--- src/rtl/mips_hazard_pkg.sv ---
`default_nettype none
// ============================================================================
// Module      : mips_hazard_pkg
// Description : Shared constants and types for the MIPS load-use hazard unit.
// Revision    : 1.0 - initial release
// ============================================================================
package mips_hazard_pkg;

    localparam int NB_ADDR_DFLT = 5;
    localparam int MAX_LOAD_LAT = 4;
    localparam int ZERO_REG     = 0;

    typedef enum logic [0:0] {
        ST_RUN  = 1'b0,
        ST_HALT = 1'b1
    } hz_state_e;

endpackage : mips_hazard_pkg
`default_nettype wire

--- src/rtl/load_scoreboard.sv ---
`default_nettype none
// ============================================================================
// Module      : load_scoreboard
// Description : Shift scoreboard of in-flight loads plus ID operand matching.
// Revision    : 1.0 - initial release
// ============================================================================
module load_scoreboard
    import mips_hazard_pkg::*;
#(
    parameter int NB_ADDR  = NB_ADDR_DFLT,
    parameter int LOAD_LAT = 1
) (
    input  logic                i_clk,
    input  logic                i_reset,
    input  logic                i_shift,
    input  logic                i_kill,
    input  logic                i_ld_valid,
    input  logic [NB_ADDR-1:0]  i_ld_addr,
    input  logic [NB_ADDR-1:0]  i_rs,
    input  logic [NB_ADDR-1:0]  i_rt,
    input  logic                i_uses_rs,
    input  logic                i_uses_rt,
    output logic [LOAD_LAT-1:0] o_valid,
    output logic                o_hit
);

    localparam logic [NB_ADDR-1:0] c_ZERO = NB_ADDR'(ZERO_REG);

    logic [LOAD_LAT-1:0] w_valid;
    logic [NB_ADDR-1:0]  w_addr [LOAD_LAT];
    logic [LOAD_LAT-1:0] w_match;

    // Entry 0 is the load currently in EX; it never occupies a register.
    assign w_valid[0] = i_ld_valid & (i_ld_addr != c_ZERO);
    assign w_addr[0]  = i_ld_addr;

    generate
        if (LOAD_LAT > 1) begin : g_regs
            logic [LOAD_LAT-1:1] r_valid;
            logic [NB_ADDR-1:0]  r_addr [1:LOAD_LAT-1];

            always_ff @(posedge i_clk) begin
                if (i_reset) begin
                    r_valid <= '0;
                    for (int k = 1; k < LOAD_LAT; k++) begin
                        r_addr[k] <= '0;
                    end
                end else if (i_shift) begin
                    // A squashed EX instruction must not enter the pipe as a load.
                    r_valid[1] <= w_valid[0] & ~i_kill;
                    r_addr[1]  <= w_addr[0];
                    for (int k = 2; k < LOAD_LAT; k++) begin
                        r_valid[k] <= r_valid[k-1];
                        r_addr[k]  <= r_addr[k-1];
                    end
                end
            end

            assign w_valid[LOAD_LAT-1:1] = r_valid;

            for (genvar k = 1; k < LOAD_LAT; k++) begin : g_addr
                assign w_addr[k] = r_addr[k];
            end
        end
    endgenerate

    generate
        for (genvar k = 0; k < LOAD_LAT; k++) begin : g_match
            assign w_match[k] = w_valid[k] & (w_addr[k] != c_ZERO) &
                                ((i_uses_rs & (i_rs == w_addr[k])) |
                                 (i_uses_rt & (i_rt == w_addr[k])));
        end
    endgenerate

    assign o_hit   = |w_match;
    assign o_valid = w_valid;

endmodule : load_scoreboard
`default_nettype wire

--- src/rtl/hazard_scoreboard_unit.sv ---
`default_nettype none
// ============================================================================
// Module      : hazard_scoreboard_unit
// Description : Load-use stall / branch flush control with sticky halt and
//               saturating debug counters for the 5-stage MIPS pipeline.
// Revision    : 1.0 - initial release
// ============================================================================
module hazard_scoreboard_unit
    import mips_hazard_pkg::*;
#(
    parameter int NB_ADDR  = NB_ADDR_DFLT,
    parameter int LOAD_LAT = 1,
    parameter int NB_CNT   = 32
) (
    input  logic                i_clk,
    input  logic                i_reset,
    input  logic                i_enable,
    input  logic [NB_ADDR-1:0]  i_rs_id,
    input  logic [NB_ADDR-1:0]  i_rt_id,
    input  logic                i_uses_rs,
    input  logic                i_uses_rt,
    input  logic                i_MemRead_ex,
    input  logic [NB_ADDR-1:0]  i_rt_ex,
    input  logic                i_branch_taken,
    input  logic                i_halt_ex,
    output logic                o_stall_flag,
    output logic                o_bubble,
    output logic                o_flush,
    output logic                o_halted,
    output logic [LOAD_LAT-1:0] o_pending,
    output logic [NB_CNT-1:0]   o_stall_count,
    output logic [NB_CNT-1:0]   o_flush_count
);

    localparam logic [NB_CNT-1:0] c_CNT_MAX = '1;

    hz_state_e           r_state;
    hz_state_e           w_state_next;
    logic                w_hit;
    logic                w_stall;
    logic                w_flush;
    logic [LOAD_LAT-1:0] w_pending;
    logic [NB_CNT-1:0]   r_stall_cnt;
    logic [NB_CNT-1:0]   r_flush_cnt;

    load_scoreboard #(
        .NB_ADDR  (NB_ADDR),
        .LOAD_LAT (LOAD_LAT)
    ) u_load_scoreboard (
        .i_clk      (i_clk),
        .i_reset    (i_reset),
        .i_shift    (i_enable),
        .i_kill     (w_flush),
        .i_ld_valid (i_MemRead_ex),
        .i_ld_addr  (i_rt_ex),
        .i_rs       (i_rs_id),
        .i_rt       (i_rt_id),
        .i_uses_rs  (i_uses_rs),
        .i_uses_rt  (i_uses_rt),
        .o_valid    (w_pending),
        .o_hit      (w_hit)
    );

    always_ff @(posedge i_clk) begin
        if (i_reset) begin
            r_state <= ST_RUN;
        end else begin
            r_state <= w_state_next;
        end
    end

    // Flush wins over both stall and halt: the ID instruction and a HALT in
    // EX alongside a taken branch are both on the wrong path.
    always_comb begin
        w_state_next = r_state;
        w_flush      = 1'b0;
        w_stall      = 1'b0;
        if (!i_reset && i_enable) begin
            case (r_state)
                ST_RUN: begin
                    w_flush = i_branch_taken;
                    w_stall = w_hit & ~i_branch_taken;
                    if (i_halt_ex && !i_branch_taken) begin
                        w_state_next = ST_HALT;
                    end
                end
                default: begin
                    w_state_next = ST_HALT;
                end
            endcase
        end
    end

    always_ff @(posedge i_clk) begin
        if (i_reset) begin
            r_stall_cnt <= '0;
            r_flush_cnt <= '0;
        end else begin
            if (w_stall && (r_stall_cnt != c_CNT_MAX)) begin
                r_stall_cnt <= r_stall_cnt + NB_CNT'(1);
            end
            if (w_flush && (r_flush_cnt != c_CNT_MAX)) begin
                r_flush_cnt <= r_flush_cnt + NB_CNT'(1);
            end
        end
    end

    assign o_stall_flag  = w_stall;
    assign o_bubble      = w_stall;
    assign o_flush       = w_flush;
    assign o_halted      = (r_state == ST_HALT);
    assign o_pending     = i_reset ? '0 : w_pending;
    assign o_stall_count = r_stall_cnt;
    assign o_flush_count = r_flush_cnt;

endmodule : hazard_scoreboard_unit
`default_nettype wire

--- config.mk ---
export PLATFORM = sky130hd
export DESIGN_NAME = hazard_scoreboard_unit
export DESIGN_NICKNAME = d
export VERILOG_FILES = /design/src/rtl/mips_hazard_pkg.sv /design/src/rtl/load_scoreboard.sv /design/src/rtl/hazard_scoreboard_unit.sv
export SDC_FILE = /design/constraint.sdc
export NUM_CORES = 1
export LEC_CHECK = 0
export ABC_AREA = 1
export BUFFER_PORTS_ARGS = -buffer_cell sky130_fd_sc_hd__buf_4
export CELL_PAD_IN_SITES_DETAIL_PLACEMENT = 1
export CELL_PAD_IN_SITES_GLOBAL_PLACEMENT = 1
export CORE_ASPECT_RATIO = 2
export CORE_MARGIN = 4
export CORE_UTILIZATION = 37
export CTS_CLUSTER_SIZE = 40
export DETAILED_ROUTE_END_ITERATION = 16
export HOLD_SLACK_MARGIN = 0.06
export PLACE_DENSITY = 0.8
export SLEW_MARGIN = 20
export SYNTH_ARGS = -nofsm -noshare
export SYNTH_HDL_FRONTEND = slang
export SYNTH_SLANG_ARGS = --single-unit
--- constraint.sdc ---
create_clock -name i_clk -period 2 [get_ports i_clk]
set_clock_uncertainty 0.2 [all_clocks]
set_input_delay 0.1 -clock i_clk [delete_from_list [all_inputs] [get_ports i_clk]]
set_output_delay 0.1 -clock i_clk [all_outputs]
set_load 0.01 [all_outputs]
Yosys cells after proc, flatten, opt, wreduce, memory -nomap -nowiden

Index checks and enable logic that the tools add are counted.

Add/subtract/negate cells: 2
Multiply operators: 0
Div/mod/pow operators: 0
Order comparisons: 0
Equal/unequal tests: 4
Shift operators: 0
Mux-type cells: 7
Bitwise logic cells: 8
Reduce and logical (&&, ||, !) cells: 7

Operators by type and width:

| kind                                                            | number |
|---|---|
| 32-bit by 1-bit adder with 32-bit output, second input constant | 2 |
| 32-bit inequality test, second input constant                   | 2 |
| 5-bit == test                                                   | 2 |
| 1-bit 2-to-1 mux                                                | 7 |
| 1-bit AND                                                       | 6 |
| 5-bit nonzero test                                              | 1 |
| 1-bit logical AND                                               | 4 |
| 1-bit zero test                                                 | 2 |
| 1-bit NOT                                                       | 1 |
| 1-bit bitwise OR                                                | 1 |

Bits in registers: 65
Bits in latches: 0
RAM bits: 0
ROM bits: 0
Input bits: 23
Output and inout bits: 69
Logic and storage cells: 31
Memories: 0

Longest topological paths before layout

Word-level depth: 8
Mapped depth: 12
Depth with buffers taken out: 12

Modules after synthesis

A second synthesis with hierarchy kept.

Cell total of the unflattened synthesis: 710
Area total of the unflattened synthesis: 4,179.0 um^2

By module, submodules not included:

| module                 | times used | cells each | area an instance (um^2) | sequential area each (um^2) |
|---|---|---|---|---|
| hazard_scoreboard_unit | 1          | 653        | 3,952.5                 | 1,301.2 |
| load_scoreboard        | 1          | 57         | 226.5                   | 0.0 |

Worst setup path before layout

OpenSTA, ideal clock, no wires.

Kind: register -> register
From: reg r_flush_cnt[1] (netlist: o_flush_count[1])
To: reg r_flush_cnt[10] (netlist: o_flush_count[10])
Arrival: 1.559 ns
Required time: 1.668 ns
Setup slack: 0.108 ns
Cell stages (with the launch flop): 12
Period minus slack after synthesis: 1.892 ns
Cell sequence: dfxtp_1 ha_1 nand3_2 inv_2 nand2_2 nor2_4 nand3_4 nand2_4 inv_2 buf_6 nand2_1 a21oi_1

Cells in the longest elaborated chain, start to end: 2
Elaborated cells between the ends (all ways): 3
Classes of those cells: add/sub: 1; eq/ne: 1; reduce/logical: 1

RTL lines:

| item                                                                                             | line                          | source |
|---|---|---|
| start, declared                                                                                  | hazard_scoreboard_unit.sv:44  | `logic [NB_CNT-1:0] r_flush_cnt;` |
| start signal, assigned                                                                           | hazard_scoreboard_unit.sv:103 | `r_flush_cnt <= r_flush_cnt + NB_CNT'(1);` |
| parallel branches: the longest is 2 deep, another holds 32-bit by 1-bit adder with 32-bit output | -                             |  |

Parallel ways; which one is timed is not known.
A chain may end at the register's enable or synchronous reset.

Worst setup path after layout

From: reg r_stall_cnt[1] (netlist: o_stall_count[1])
To: reg r_stall_cnt[22] (netlist: o_stall_count[22])

Cells in the longest elaborated chain, start to end: 2
Elaborated cells between the ends (all ways): 3
Classes of those cells: add/sub: 1; eq/ne: 1; reduce/logical: 1

RTL lines:

| item                                                                                             | line                          | source |
|---|---|---|
| start, declared                                                                                  | hazard_scoreboard_unit.sv:43  | `logic [NB_CNT-1:0] r_stall_cnt;` |
| start signal, assigned                                                                           | hazard_scoreboard_unit.sv:100 | `r_stall_cnt <= r_stall_cnt + NB_CNT'(1);` |
| parallel branches: the longest is 2 deep, another holds 32-bit by 1-bit adder with 32-bit output | -                             |  |

Parallel ways; which one is timed is not known.

==> results.toml <==
[worst_setup_path]
worst_ep_required_time_ns = 2.08
crit_path_start_kind = "register"
path_class = "reg -> reg"
setup.worst_path.end_class = "register"
critPathMaxFanout = 3
worst_endpoint_data_arrival_time_ns = 2.05

[global_routing]
remaining_overflow_grt = 0
first_pass_grt_wire_length_mm = 27.3
grt_start_max_net_pins = 31
first_global_vias = 5748
global_route.usage.total_pct = 27.8
grt_antenna_before_repair = 0

[sta]
total_count_of_hold_check_failures_in_the_final_report = 0
actual_transition_at_the_worst_max_transition_pin_ns = 0.476
final_critical_path_share_of_the_clock_period_pct = 98.8
final_period_minus_worst_setup_slack_ns = 1.98
slew_violations = 0
setup-violations-final = 0
fmaxAchievable_mhz = 506
normalized_max_slew_margin_pct = 68.1

[clock_network]
clock-sinks = 65
ctsLongestPathBuffers = 2
cts_made_buffers = 9
tritoncts_clock_tree = "built"
cts_root_buf = "sky130_fd_sc_hd__clkbuf_16"
cts.htree.levels = 3
clk_transition_reported_paths_ns = 0.06
clock_insertion_delay_worst_skew_ns = 0.34

[pwr]
finalPower_w = 0.00315
p_leak_nw = 2.70
power_per_cell_area_nw_per_um2 = 521
peakVddDrop_mv = 0.425

[synth]
synth_cell_type_count = 30
most_repeated_cell_in_the_gate_level_netlist_after_synthesis = "sky130_fd_sc_hd__nand2_1"
synth.top_cells.by_area = "sky130_fd_sc_hd__dfxtp_1 32%, sky130_fd_sc_hd__nand2_1 24%, sky130_fd_sc_hd__nor2_1 11%"
synth-edff-count = 0
async_flop_share_pct = 0
yosys.area.top_type = "sky130_fd_sc_hd__dfxtp_1"
mappedNetlistNets = 716
ys_seq_elements = 65
ys_dominant_reg_cell = "sky130_fd_sc_hd__dfxtp_1"
syn_area_per_cell_um2 = 5.94
syn-instance-count = 691
syn-cell-area_um2 = 4100
yosys-top-cells-count = "259 x sky130_fd_sc_hd__nand2_1, 122 x sky130_fd_sc_hd__nor2_1, 66 x sky130_fd_sc_hd__inv_1"
ys_seq_area_share_pct = 31.7
yosysWarningCount = 0
yosysTopAreaCellShare_pct = 31.7

[min_path]
timing.hold.worst.class = "in -> reg"

[drt]
dr_total_vias = 5321
finalWirelength_mm = 18.4
drt_first_iter_violations = 243
detail_route.wl_per_cell_um = 18.4
drt-pass1-iter-count = 4
viasPerCell = 5.32
antenna_violating_nets_post_route = 0
route.detailed.drc = 0

[floorplan]
initial_utilization_pct = 37.7
core_region_area_um2 = 10900
chipHeight_um = 157
floorplan.die.width_um = 82.4
floorplan_die_area_um2 = 12900
std_cell_rows = 54
number_of_top_level_pins = 92

[cells_and_area]
final_core_util_pct = 55.6
layout.cell_area.non_filler_um2 = 6050
num_antenna_cells = 0
non_filler_cells_final = 1001
final_layout_size_suffix_gt1_share_pct = 30.3
fillers = 1468
nNetsFinal = 882
syn_to_final_growth_pct = 47.4

[placed_design]
io_buffer_count = 91
gpl.final_weighted_congestion = 0.952
number_of_instances_in_the_placed_design = 970
placed_wire_length_estimate_after_detailed_placement_mm = 12.8
dpl_cell_area_um2 = 5360

[run]
max_cap_violations = 0

[run_status]
run_status = "completed"
-- layout by cell type (no fill, tap or decap), drive strengths merged, types with 2 or more instances in the layout --
master	n
ha	2
inv	69
o21ai	6
nor4	2
clkbuf	14
buf	162
dlygate4sd3	5
nand3	40
nor3	20
xnor2	3
nor2	137
a21oi	41
xor2	12
nand4	10
clkinv	2
nand3b	4
nand2	263
dfxtp	65
-- final cells by class --
cell class              instances  area, um2  area share, %
well taps                     140        175           2.90
clock inverters                 3       40.0          0.662
clock buffers                  12        256           4.24
repair buffers                169       1360           22.4
inverters                      70        272           4.49
flip-flops and latches         65       1330           21.9
multi-input cells             542       2620           43.3
-- logic make-up (layout without fill, tap and decap cells) --
kind of cell    after synthesis  after routing  synth area share, %
buf+inv                      85            254                 9.18
fa+ha+maj                     2              2                0.610
flops                        65             65                 31.7
xor+xnor                     15             15                 3.20
simple gates                475            476                 49.2
compound gates               49             49                 6.07
-- metrics by stage --
| step | hold slack, ns | setup WS, ns | TNS, ns |
|---|---|---|---|
| after CTS | 0.106 | -0.0627 | -0.228 |
| after global placement | 0.161 | -0.0214 | -0.0579 |
| after floorplan | 0.0463 | 0.108 | 0 |
| after global routing | 0.156 | -0.0984 | -1.42 |
| after detailed placement | 0.173 | -0.0795 | -0.462 |
| final | 0.127 | 0.0233 | 0 |
-- flip-flops by register name, indices dropped and copies added, names as in the netlist --
register / flops
o_flush_count: 32
o_stall_count: 32
o_halted: 1
-- worst max-delay path: stages, from the launching register on --
cell                      delay (ns)
sky130_fd_sc_hd__dfxtp_2        0.35
sky130_fd_sc_hd__ha_4           0.15
sky130_fd_sc_hd__nand2_2        0.08
sky130_fd_sc_hd__nor2_4         0.11
sky130_fd_sc_hd__buf_4          0.13
sky130_fd_sc_hd__nand3_2        0.14
sky130_fd_sc_hd__nor3_1         0.24
sky130_fd_sc_hd__nand2_1        0.13
sky130_fd_sc_hd__nor2_1         0.17
sky130_fd_sc_hd__o21ai_0        0.10
sky130_fd_sc_hd__nor2_1         0.10
-- timing repair --
item	in CTS	in global routing
hold buffers	5	0
gates cloned	1	2
endpoints found under the hold margin	11	0
pin swaps	3	14
endpoints found under the setup margin	48	66
resized for setup	11	60
setup buffers	1	7
-- path summary, 6_finish.rpt --
kind                                        start                end  slack, ns  cells past startpoint
worst max-delay path             o_stall_count[1]  o_stall_count[22]       0.02                     10
worst min-delay path                      i_reset  o_flush_count[14]       0.13                      3
worst max register to register   o_stall_count[1]  o_stall_count[22]       0.02                     10
worst min register to register  o_flush_count[14]  o_flush_count[14]       0.30                      2
-- power breakdown --
group | internal, W | switching [W] | leakage [nW]
logic | 0.0000905 | 0.000119 | 2.02
clock network | 0.00102 | 0.000619 | 0.148
registers | 0.00130 | 0.00000312 | 0.533
total | 0.00241 | 0.000741 | 2.70
-- layer usage --
metal	track usage [%]	share of wire, %	vias up
li1	-	-	2489
met1	24.3	32	2575
met2	54.2	57	172
met3	4.07	3.5	85
met4	19.0	7.3	0
met5	0	0	-
Power figures use the tool's default switching activity.
